--- config.mk ---
export PLATFORM = sky130hd
export DESIGN_NAME = clock_divider_prog_flat
export DESIGN_NICKNAME = d
export VERILOG_FILES = /design/src/rtl/clock_divider_prog_pkg.sv /design/src/rtl/clock_divider_prog_if.sv /design/src/rtl/clock_divider_prog_up_counter_n.sv /design/src/rtl/clock_divider_prog.sv /design/src/flat_wrapper.sv
export SDC_FILE = /design/constraint.sdc
export NUM_CORES = 1
export LEC_CHECK = 0
export CORE_MARGIN = 1
export CORE_UTILIZATION = 53
export CTS_CLUSTER_SIZE = 16
export DETAILED_ROUTE_END_ITERATION = 10
export GPL_ROUTABILITY_DRIVEN = 0
export PLACE_DENSITY_LB_ADDON = 0.3
export SLEW_MARGIN = 20
export SYNTH_ARGS = -nofsm -noshare
export SYNTH_HDL_FRONTEND = slang
export SYNTH_SLANG_ARGS = --single-unit
export TNS_END_PERCENT = 100
--- constraint.sdc ---
create_clock -name i_clock -period 7 [get_ports i_clock]
set_clock_uncertainty 0.1 [all_clocks]
set_input_delay 1.4 -clock i_clock [delete_from_list [all_inputs] [get_ports i_clock]]
set_output_delay 1.4 -clock i_clock [all_outputs]
set_load 0.02 [all_outputs]
--- src/rtl/clock_divider_prog_pkg.sv ---
// rtl/clock_divider_prog_pkg.sv - shared constants for the programmable clock divider
package clock_divider_prog_pkg;

  // clock_out selection
  localparam logic MODE_PULSE  = 1'b0;
  localparam logic MODE_SQUARE = 1'b1;

  // Defaults for top-level divider instances
  localparam int DEF_WIDTH = 18;
  localparam int DEF_DIV   = 200000;

endpackage

--- src/rtl/clock_divider_prog_if.sv ---
// rtl/clock_divider_prog_if.sv - control/status bundle of the programmable clock divider
interface clock_divider_prog_if
  import clock_divider_prog_pkg::*;
#(
  parameter int WIDTH = DEF_WIDTH
);

  logic             enable;
  logic             sync_clear;
  logic             mode;
  logic             load_div;
  logic [WIDTH-1:0] div_value;
  logic             tick;
  logic             clock_out;
  logic [WIDTH-1:0] count;
  logic             pending;

  modport master (
    output enable, sync_clear, mode, load_div, div_value,
    input  tick, clock_out, count, pending
  );

  modport slave (
    input  enable, sync_clear, mode, load_div, div_value,
    output tick, clock_out, count, pending
  );

endinterface

--- src/rtl/clock_divider_prog_up_counter_n.sv ---
// rtl/clock_divider_prog_up_counter_n.sv - enabled up-counter wrapping at a runtime terminal value
module up_counter_n #(
  parameter int WIDTH = 18
) (
  input  logic             i_clock,
  input  logic             i_reset,
  input  logic             i_enable,
  input  logic             i_clear,
  input  logic [WIDTH-1:0] i_terminal,
  output logic [WIDTH-1:0] o_count,
  output logic             o_wrap
);

  logic [WIDTH-1:0] r_count;

  // Wrap flags the enabled edge on which the counter returns to zero
  assign o_wrap  = i_enable && (r_count == i_terminal);
  assign o_count = r_count;

  // Count register: clear beats enable, wrap restarts the period
  always_ff @(posedge i_clock or negedge i_reset) begin
    if (!i_reset) begin
      r_count <= '0;
    end else if (i_clear) begin
      r_count <= '0;
    end else if (i_enable) begin
      r_count <= o_wrap ? '0 : r_count + 1'b1;
    end
  end

endmodule

--- src/rtl/clock_divider_prog.sv ---
// rtl/clock_divider_prog.sv - programmable clock-enable generator with glitch-free divisor reload
module clock_divider_prog
  import clock_divider_prog_pkg::*;
#(
  parameter int WIDTH       = DEF_WIDTH,
  parameter int DEFAULT_DIV = DEF_DIV
) (
  input logic                 i_clock,
  input logic                 i_reset,
  clock_divider_prog_if.slave bus
);

  localparam logic [WIDTH-1:0] DIV_RESET = WIDTH'(DEFAULT_DIV);

  logic [WIDTH-1:0] r_div;
  logic [WIDTH-1:0] r_div_pend;
  logic             r_pending;
  logic             r_tick;
  logic             r_clock_out;

  logic [WIDTH-1:0] w_n;
  logic [WIDTH-1:0] w_terminal;
  logic [WIDTH-1:0] w_count;
  logic             w_wrap;
  logic             w_boundary;
  logic [WIDTH-1:0] w_div_next;
  logic [WIDTH-1:0] w_n_next;
  logic [WIDTH-1:0] w_half_next;
  logic [WIDTH-1:0] w_count_next;

  // A zero divisor behaves as divide-by-one; N >= 1 so N-1 never underflows
  assign w_n        = (r_div == '0) ? WIDTH'(1) : r_div;
  assign w_terminal = w_n - 1'b1;

  up_counter_n #(
    .WIDTH(WIDTH)
  ) u_counter (
    .i_clock   (i_clock),
    .i_reset   (i_reset),
    .i_enable  (bus.enable),
    .i_clear   (bus.sync_clear),
    .i_terminal(w_terminal),
    .o_count   (w_count),
    .o_wrap    (w_wrap)
  );

  // Divisor changes only at a period boundary; a same-cycle load beats the pending value
  always_comb begin
    w_boundary = bus.sync_clear | w_wrap;
    w_div_next = r_div;
    if (w_boundary) begin
      if (bus.load_div) begin
        w_div_next = bus.div_value;
      end else if (r_pending) begin
        w_div_next = r_div_pend;
      end
    end
    w_n_next    = (w_div_next == '0) ? WIDTH'(1) : w_div_next;
    w_half_next = w_n_next >> 1;
    if (bus.sync_clear || w_wrap) begin
      w_count_next = '0;
    end else if (bus.enable) begin
      w_count_next = w_count + 1'b1;
    end else begin
      w_count_next = w_count;
    end
  end

  // Divisor shadow register: apply at boundary, otherwise stage loads as pending
  always_ff @(posedge i_clock or negedge i_reset) begin
    if (!i_reset) begin
      r_div      <= DIV_RESET;
      r_div_pend <= DIV_RESET;
      r_pending  <= 1'b0;
    end else if (w_boundary) begin
      r_div     <= w_div_next;
      r_pending <= 1'b0;
    end else if (bus.load_div) begin
      r_div_pend <= bus.div_value;
      r_pending  <= 1'b1;
    end
  end

  // Tick and divided output; square mode holds its level while the counter is frozen
  always_ff @(posedge i_clock or negedge i_reset) begin
    if (!i_reset) begin
      r_tick      <= 1'b0;
      r_clock_out <= 1'b0;
    end else if (bus.sync_clear) begin
      r_tick      <= 1'b0;
      r_clock_out <= 1'b0;
    end else begin
      r_tick <= w_wrap;
      if (bus.mode == MODE_PULSE) begin
        r_clock_out <= w_wrap;
      end else if (bus.enable) begin
        r_clock_out <= (w_count_next >= w_half_next);
      end
    end
  end

  assign bus.tick      = r_tick;
  assign bus.clock_out = r_clock_out;
  assign bus.count     = w_count;
  assign bus.pending   = r_pending;

endmodule

--- src/flat_wrapper.sv ---
// flat-port wrapper written by rule: the top's interface ports become plain ports
module clock_divider_prog_flat import clock_divider_prog_pkg::*;
#(
  parameter int WIDTH       = DEF_WIDTH,
  parameter int DEFAULT_DIV = DEF_DIV
)
  (i_clock, i_reset, bus_enable, bus_sync_clear, bus_mode, bus_load_div, bus_div_value, bus_tick, bus_clock_out, bus_count, bus_pending);
  clock_divider_prog_if #(.WIDTH(WIDTH)) bus_i ();
  input logic i_clock;
  input logic i_reset;
  input wire logic [$bits(bus_i.enable)-1:0] bus_enable;
  input wire logic [$bits(bus_i.sync_clear)-1:0] bus_sync_clear;
  input wire logic [$bits(bus_i.mode)-1:0] bus_mode;
  input wire logic [$bits(bus_i.load_div)-1:0] bus_load_div;
  input wire logic [$bits(bus_i.div_value)-1:0] bus_div_value;
  output wire logic [$bits(bus_i.tick)-1:0] bus_tick;
  output wire logic [$bits(bus_i.clock_out)-1:0] bus_clock_out;
  output wire logic [$bits(bus_i.count)-1:0] bus_count;
  output wire logic [$bits(bus_i.pending)-1:0] bus_pending;
  assign bus_i.enable = bus_enable;
  assign bus_i.sync_clear = bus_sync_clear;
  assign bus_i.mode = bus_mode;
  assign bus_i.load_div = bus_load_div;
  assign bus_i.div_value = bus_div_value;
  assign bus_tick = bus_i.tick;
  assign bus_clock_out = bus_i.clock_out;
  assign bus_count = bus_i.count;
  assign bus_pending = bus_i.pending;
  clock_divider_prog #(.WIDTH(WIDTH), .DEFAULT_DIV(DEFAULT_DIV)) u_core (.i_clock(i_clock), .i_reset(i_reset), .bus(bus_i));
endmodule
==> results by group, run 1 <==
Pwr
  • P_leak: 2.146 nW
  • Pwr per Cell Area: 188.9 nW/um2
  • Worst VDD drop: 0.1329 mV

Layout
  • Nets@finish: 549
  • Commonest non-fill, non-tap cell in the layout: nor2_1
  • N_diodes: 0
  • Share of layout cells above drive strength 1: 0.1213
  • Commonest cells after routing, fill and taps aside: nor2_1 (58), dfrtp_1 (45), clkdlybuf4s50_1 (43), o21ai_0 (38), a21oi_1 (25)
  • Area growth syn-to-layout: 15.79%
  • Fin cells: 610
  • Cell area after layout: 4835 um2

Clock tree
  • CTS Buf Count: 9
  • Post-cts resize count: 0
  • CTS Sinks: 57
  • Max clock buf depth: 2
  • Root Buffer: clkbuf_8
  • Reg clk slew, reported paths: approximately 0.070 ns
  • Setup Fix Bufs, Post-CTS: 0
  • CTS tree: done
  • H-tree depth: 3
  • Clock Latency Late Sink: 0.34 ns
  • Hold_buf cts: 0

Floorplan
  • Die X: roughly 90 um
  • Die area: 8236 um2
  • Core Region: between 7000 and 8000 um2
  • Top Ports: 45
  • Die height: between 90 and 100 um
  • FP Rows: 31
  • Initial core utilization: 0.5607

Timing
  • Fin crit share: 0.8153
  • Worst-margin pin slew: 0.7956 ns
  • Rel. slew slack: 0.4679
  • Fin. Hold Viols: 0
  • # setup viols final: 0
  • Fin crit period: 5.707 ns
  • Unrepaired setup endpoints after global routing: false
  • FMAX: 0.1752 GHz
  • Fin. max-slew vios: 0
  • Total negative setup slack: 0 ns

Setup path
  • CP Class: reg2reg
  • Worst Setup End Kind: flip-flop
  • Critical Path RT: about 7 ns
  • Startpoint Class: flip-flop
  • Crit Path Max Fanout: 15
  • Crit path DAT: 5.84 ns

Yosys
  • Syn avg cell area: 8.790 um2
  • Synth Cell Area: 4175 um2
  • Post-Syn Nets: around 520
  • Cell variety after synth: 65
  • Cell taking the most area after synthesis: dfrtp_1
  • Cells after Synth: 475
  • Post-synth ARST share: 1.000
  • Number of synthesized flops with an enable pin: 0
  • Yosys reg bits: 57
  • Area share of the largest cell type after synthesis: 0.2697
  • Warnings, synthesis: 0
  • Synth area leaders: dfrtp_1 (27%), dfstp_2 (7.6%), ha_1 (5.7%), nor2_1 (5.2%), o21ai_0 (4.6%)
  • Seq/Total Area, Yosys: 0.3452
  • Post-synth top flop: dfrtp_1

Worst hold path
  • Hold Crit Class: reg2reg

GRT
  • Overflow after GRT: 0
  • Pin count of the biggest net entering global routing: 58
  • Initial antenna violation count: 0
  • Vias in the first global route: around 3400
  • GRT Total Usage: 0.2517
  • First-pass GRT wire length: approximately 16000 um

Drt
  • Vias: 3691
  • Final wirelength: 9817 um
  • Vias per cell: 6.051
  • ANT nets after route: 0
  • Detailed-route DRC error count: 0
  • DR iter-0 viols: 250
  • Routed len/inst: ~16 um
  • Initial DRT Pass Iterations: 5

Placed design
  • DP Wirelength: just over 7000 um
  • Port Buffers: 44
  • Placed instance area: 4639 um2
  • Inst Count DP: between 500 and 600

Flow run
  • Number of max-cap violations: 0

Status
  • Status: complete, no violations
## synth_stat cells (2+ instances only)
| cell | n |
|---|---|
| mux2_2 | 9 |
| nor2_1 | 58 |
| a31oi_1 | 2 |
| a21oi_1 | 25 |
| nand2_1 | 24 |
| nor3b_1 | 2 |
| a21o_1 | 8 |
| o31ai_1 | 2 |
| dfstp_2 | 12 |
| clkbuf_1 | 24 |
| nand4_1 | 5 |
| and4_1 | 2 |
| mux2_4 | 10 |
| and3_1 | 20 |
| o22ai_1 | 16 |
| mux2i_1 | 3 |
| ha_1 | 19 |
| xor2_1 | 11 |
| o22a_1 | 19 |
| and2_1 | 6 |
| nand2b_1 | 6 |
| nor2b_1 | 10 |
| or3_1 | 5 |
| nor3_1 | 5 |
| dfrtp_1 | 45 |
| buf_4 | 2 |
| o211ai_1 | 3 |
| nor4_1 | 4 |
| nor4b_1 | 2 |
| nand3_1 | 10 |
| o21ai_0 | 38 |
| a211oi_1 | 3 |
| inv_1 | 24 |
| xnor2_1 | 10 |
## layer usage
metal	up-vias	GRT usage	part of all wire	wire, um
met2	123	0.3775	0.45	4452
met4	0	0.1048	0.025	241
met5	-	0	0	0
met1	1763	0.3549	0.47	4600
li1	1780	-	-	-
met3	25	0.04630	0.053	523
## flip-flops by register name, indices dropped and copies added (netlist names)
signal,flops
u_core.u_counter.o_count,18
u_core.bus.tick,1
u_core.r_div_pend,18
u_core.bus.pending,1
u_core.r_div,18
u_core.bus.clock_out,1
## logic make-up after synthesis
kind of cell    after synthesis  synth area share
simple gates                168            0.2104
buf+inv                      54           0.05514
xor+xnor                     21           0.04405
mux                          23           0.07282
flops                        57            0.3452
fa+ha+maj                    19           0.05694
compound gates              133            0.2155
## area by class of cell
type,count,area [um2]
inverters,24,90.09
well taps,99,123.9
repair buffers,50,480.5
clock buffers,10,127.6
clock inverters,6,67.56
multi-input cells,364,2504
flip-flops and latches,57,1441
fillers,617,2613
## worst max-delay path, stage by stage, from the launching register on
cell	delay, ns
dfrtp_1	0.48
nor4_2	0.44
nand3_1	0.28
nor2_1	0.21
nor2_1	0.07
ha_1	0.25
nor4b_1	0.18
nand3b_1	0.17
xor2_1	0.25
mux2i_4	0.11
a2111oi_4	0.47
nand3_1	0.52
a21o_1	0.32
nand2_1	0.07
ha_1	0.23
nand2b_1	0.14
a21o_1	0.17
a21o_1	0.17
a211oi_1	0.23
o21bai_1	0.12
a221oi_1	0.29
o31ai_1	0.10
a31o_2	0.24
## final timing paths
kind	slack (ns)	start	depth (start not counted)	to
max	1.29	u_core.r_div[9]	22	u_core.bus.clock_out
min reg2reg	0.41	u_core.r_div_pend[3]	1	u_core.r_div_pend[3]
max reg2reg	1.29	u_core.r_div[9]	22	u_core.bus.clock_out
min in group asynchronous	1.10	i_reset	2	u_core.bus.clock_out
min	0.41	u_core.r_div_pend[3]	1	u_core.r_div_pend[3]
max in group asynchronous	5.23	i_reset	2	u_core.r_div[12]
## metrics by stage
| stage | util | hold slack [ns] | worst slack, ns | power, mW |
|---|---|---|---|---|
| floorplan | - | 0.3800 | 1.773 | 0.5511 |
| global placement | 0.6230 | 0.3890 | 1.485 | 0.6016 |
| detailed placement | 0.6230 | 0.3954 | 1.345 | 0.6080 |
| CTS | 0.6492 | 0.4126 | 1.348 | 0.9186 |
| global route | 0.6492 | 0.4181 | 0.9571 | 0.9567 |
| finish | 0.6492 | 0.4076 | 1.293 | 0.9132 |
## power breakdown
group / internal, mW / switching (mW) / total, mW
logic: 0.0964 / 0.0954 / 0.192
registers: 0.369 / 0.0440 / 0.413
clock network: 0.165 / 0.143 / 0.308
total: 0.631 / 0.282 / 0.913
Note: power is estimated with default switching activity, not from simulation.
==> run 2, diff against run 1 <==
--- a/config.mk
+++ b/config.mk
@@ -6,7 +6,7 @@
 export NUM_CORES = 1
 export LEC_CHECK = 0
 export CORE_MARGIN = 1
-export CORE_UTILIZATION = 53
+export CORE_UTILIZATION = 52
 export CTS_CLUSTER_SIZE = 16
 export DETAILED_ROUTE_END_ITERATION = 10
 export GPL_ROUTABILITY_DRIVEN = 0
==> constraint.sdc (replaced) <==
create_clock -name i_clock -period 4.7 [get_ports i_clock]
set_clock_uncertainty 0.1 [all_clocks]
set_input_delay 0.94 -clock i_clock [delete_from_list [all_inputs] [get_ports i_clock]]
set_output_delay 0.94 -clock i_clock [all_outputs]
set_load 0.02 [all_outputs]
==> results by group, run 2 (same netlist as run 1, synthesis figures left out) <==
Status
  • Status: complete, but fails checks
  • Failing checks: setup timing

GRT
  • Initial antenna violation count: 0 (unchanged)
  • Pin count of the biggest net entering global routing: 58 (unchanged)
  • Overflow after GRT: 0 (unchanged)
  • First-pass GRT wire length: 18080 um (+10%)
  • Vias in the first global route: 3752 (+12%)
  • GRT Total Usage: 0.2788 (+0.02714)

Drt
  • Routed len/inst: 17.26 um (+7.3%)
  • ANT nets after route: 0 (unchanged)
  • Detailed-route DRC error count: 0 (unchanged)
  • Final wirelength: 11260 um (+15%)
  • Vias: 3943 (+6.8%)
  • DR iter-0 viols: 310 (+24%)
  • Initial DRT Pass Iterations: 5 (unchanged)
  • Vias per cell: 6.048 (about the same)

Setup path
  • Crit Path Max Fanout: 4 (-11)
  • Internal reg-to-reg setup slack: -0.17 ns (-1.46 ns)
  • Startpoint Class: flip-flop
  • Worst reg2reg endpoint: u_core.bus.clock_out
  • Cell Chain, Critical Path: nor4_4 -> nand3_2 -> nor2_4 -> nor2_2 -> ha_2 -> a22oi_1 -> o221ai_1 -> a211oi_1 -> nand3_1 -> a2111oi_4 -> a41oi_4 -> buf_6 -> o22a_1 -> ha_1 -> nand2b_4 -> a21o_1 -> a21o_1 -> a211oi_2 -> o21bai_1 -> a221oi_2 -> o31ai_2 -> a31o_2
  • Cell family with most CP delay: compound AO/OA/AOI/OAI gates
  • CP Class: reg2reg
  • R2r startpoint: u_core.r_div[3]
  • Most common cell on crit path: a21o_1
  • WP buf/inv: 1 (+1)
  • Crit path DAT: 4.99 ns (-0.85 ns)
  • Critical Path RT: 4.82 ns (-2.32 ns)
  • CP max stage cell: dfrtp_1
  • Crit path largest cell delay: 0.41 ns (-0.11 ns)
  • Cells on worst reg2reg path: 22 (unchanged)
  • CP Launch Point: u_core.r_div[3]
  • Worst Setup End Kind: flip-flop

Layout
  • N_diodes: 0 (unchanged)
  • Commonest non-fill, non-tap cell in the layout: nor2_1
  • Commonest cells after routing, fill and taps aside: nor2_1 (56), dfrtp_1 (45), clkdlybuf4s50_1 (43), buf_4 (42), o21ai_0 (38)
  • Share of layout cells above drive strength 1: 0.2055 (+0.08412)
  • Nets@finish: 588 (+7.1%)
  • # fillers: 622 (+0.81%)
  • Multi-input logic area: 2595 um2 (+3.6%)
  • Area growth syn-to-layout: 25.65%
  • Seq. cell area: 1441 um2 (unchanged)

Clock tree
  • Reg clk slew, reported paths: 0.07 ns (about the same)
  • CTS Sinks: 57 (unchanged)
  • CTS Buf Count: 9 (unchanged)
  • CTS tree: done
  • Max clock buf depth: 2 (unchanged)
  • Root Buffer: clkbuf_8
  • H-tree depth: 3 (unchanged)
  • Clock Latency Late Sink: 0.34 ns (about the same)

Worst hold path
  • Critical hold path startpoint: u_core.r_div_pend[5]
  • Worst hold path stage count: 1 (unchanged)
  • Hold Crit Class: reg2reg
  • Hold Path Sink: u_core.r_div_pend[5]

Placed design
  • DP Wirelength: 8163 um (+14%)
  • Port Buffers: 44 (unchanged)

Timing
  • Unrepaired setup endpoints after global routing: true
  • Fin. Hold Viols: 0 (unchanged)
  • Worst-margin pin slew: 0.7320 ns (-0.06359 ns)
  • Total negative setup slack: -0.1651 ns (-0.1651 ns)
  • Rel. slew slack: 0.5120 (+0.04406)
  • Fin crit share: 1.035 (+0.2198)
  • # setup viols final: 1 (+1)
  • FMAX: 0.2055 GHz (+17%)
  • Fin. max-slew vios: 0 (unchanged)
  • Fin crit period: 4.865 ns (-0.8420 ns)
  • Final setup margin: -0.1651 ns (-1.458 ns)

Pwr
  • P_leak: 2.377 nW (+11%)
  • Pwr per Cell Area: 275.8 nW/um2 (+46%)
  • Worst VDD drop: 0.1797 mV (+35%)
  • Power Total: 1.447 mW (+58%)

Floorplan
  • Core Region: 7727 um2 (+3.8%)
  • Die X: 91.61 um (+0.94%)
  • Top Ports: 45 (unchanged)
  • Die area: 8391 um2 (+1.9%)
  • FP Rows: 32 (+3.2%)
  • Initial core utilization: 0.5403 (-0.02033)
  • Die height: 91.61 um (+0.94%)

Flow run
  • Number of max-cap violations: 0 (unchanged)
==> run 2: layout make-up <==
class | instances | share of cell area
multi-input combinational | 364 | 0.4946
sequential | 57 | 0.2747
timing repair buffer | 89 | 0.1512
clock buffer | 13 | 0.03029
tap | 102 | 0.02433
inverter | 24 | 0.01717
clock inverter | 3 | 0.007632
==> run 2: per-stage QoR <==
step | worst slack, ns | hold slack, ns | instance area [um2] | std cells | util
after global placement | 0.07713 | 0.3888 | 4937 | 628 | 0.6389
after detailed placement | -0.1833 | 0.3929 | 4937 | 628 | 0.6389
after CTS | -0.06112 | 0.4084 | 5199 | 648 | 0.6728
final | -0.1651 | 0.4071 | 5246 | 652 | 0.6789
after floorplan | -0.03783 | 0.3800 | 4250 | 475 | -
after global routing | -0.4538 | 0.4303 | 5246 | 652 | 0.6789
==> run 2: repair_timing <==
item                       in CTS  in global routing
setup endpoints to repair       1                  1
setup buffers                   4                  4
hold buffers                    0                  0
pin swaps                       8                 15
gates resized for setup         6                  4
==> run 2: worst reg2reg max path, stage by stage, from the launching register on <==
cell	delay, ns
dfrtp_1	0.41
nor4_4	0.38
nand3_2	0.15
nor2_4	0.14
nor2_2	0.05
ha_2	0.27
a22oi_1	0.15
o221ai_1	0.13
a211oi_1	0.24
nand3_1	0.18
a2111oi_4	0.34
a41oi_4	0.23
buf_6	0.18
o22a_1	0.16
ha_1	0.29
nand2b_4	0.13
a21o_1	0.15
a21o_1	0.15
a211oi_2	0.17
o21bai_1	0.12
a221oi_2	0.30
o31ai_2	0.10
a31o_2	0.23
==> run 2: layer usage <==
metal  routed length [um]  part of all wire  vias up  global-route usage
met5                    0                 0        -                   0
met4                  459             0.041        0              0.1534
met2                 5556              0.49      169              0.4624
met1                 4688              0.42     1877              0.3436
met3                  549             0.049       41             0.04690
li1                     -                 -     1856                   -
==> run 2: worst max-delay path by stage <==
stage | endpoint | cells after the start
4_1_cts | u_core.bus.clock_out | 22
2_1_floorplan | u_core.bus.clock_out | 24
3_5_place_dp | u_core.bus.clock_out | 22
5_1_grt | u_core.bus.clock_out | 22
6_report | u_core.bus.clock_out | 22
3_3_place_gp | u_core.bus.clock_out | 22
==> run 2: power by group <==
group	switching (mW)	internal, mW
Combinational	0.198	0.189
Sequential	0.0358	0.550
Clock	0.202	0.273
==> run 3, diff against run 2 <==
--- a/config.mk
+++ b/config.mk
@@ -5,8 +5,10 @@
 export SDC_FILE = /design/constraint.sdc
 export NUM_CORES = 1
 export LEC_CHECK = 0
+export CAP_MARGIN = 20
 export CORE_MARGIN = 1
 export CORE_UTILIZATION = 52
+export CTS_CLUSTER_DIAMETER = 200
 export CTS_CLUSTER_SIZE = 16
 export DETAILED_ROUTE_END_ITERATION = 10
 export GPL_ROUTABILITY_DRIVEN = 0
==> results of run 3 <==
The final DEF is identical to that of run 2; final timing and power are the same.
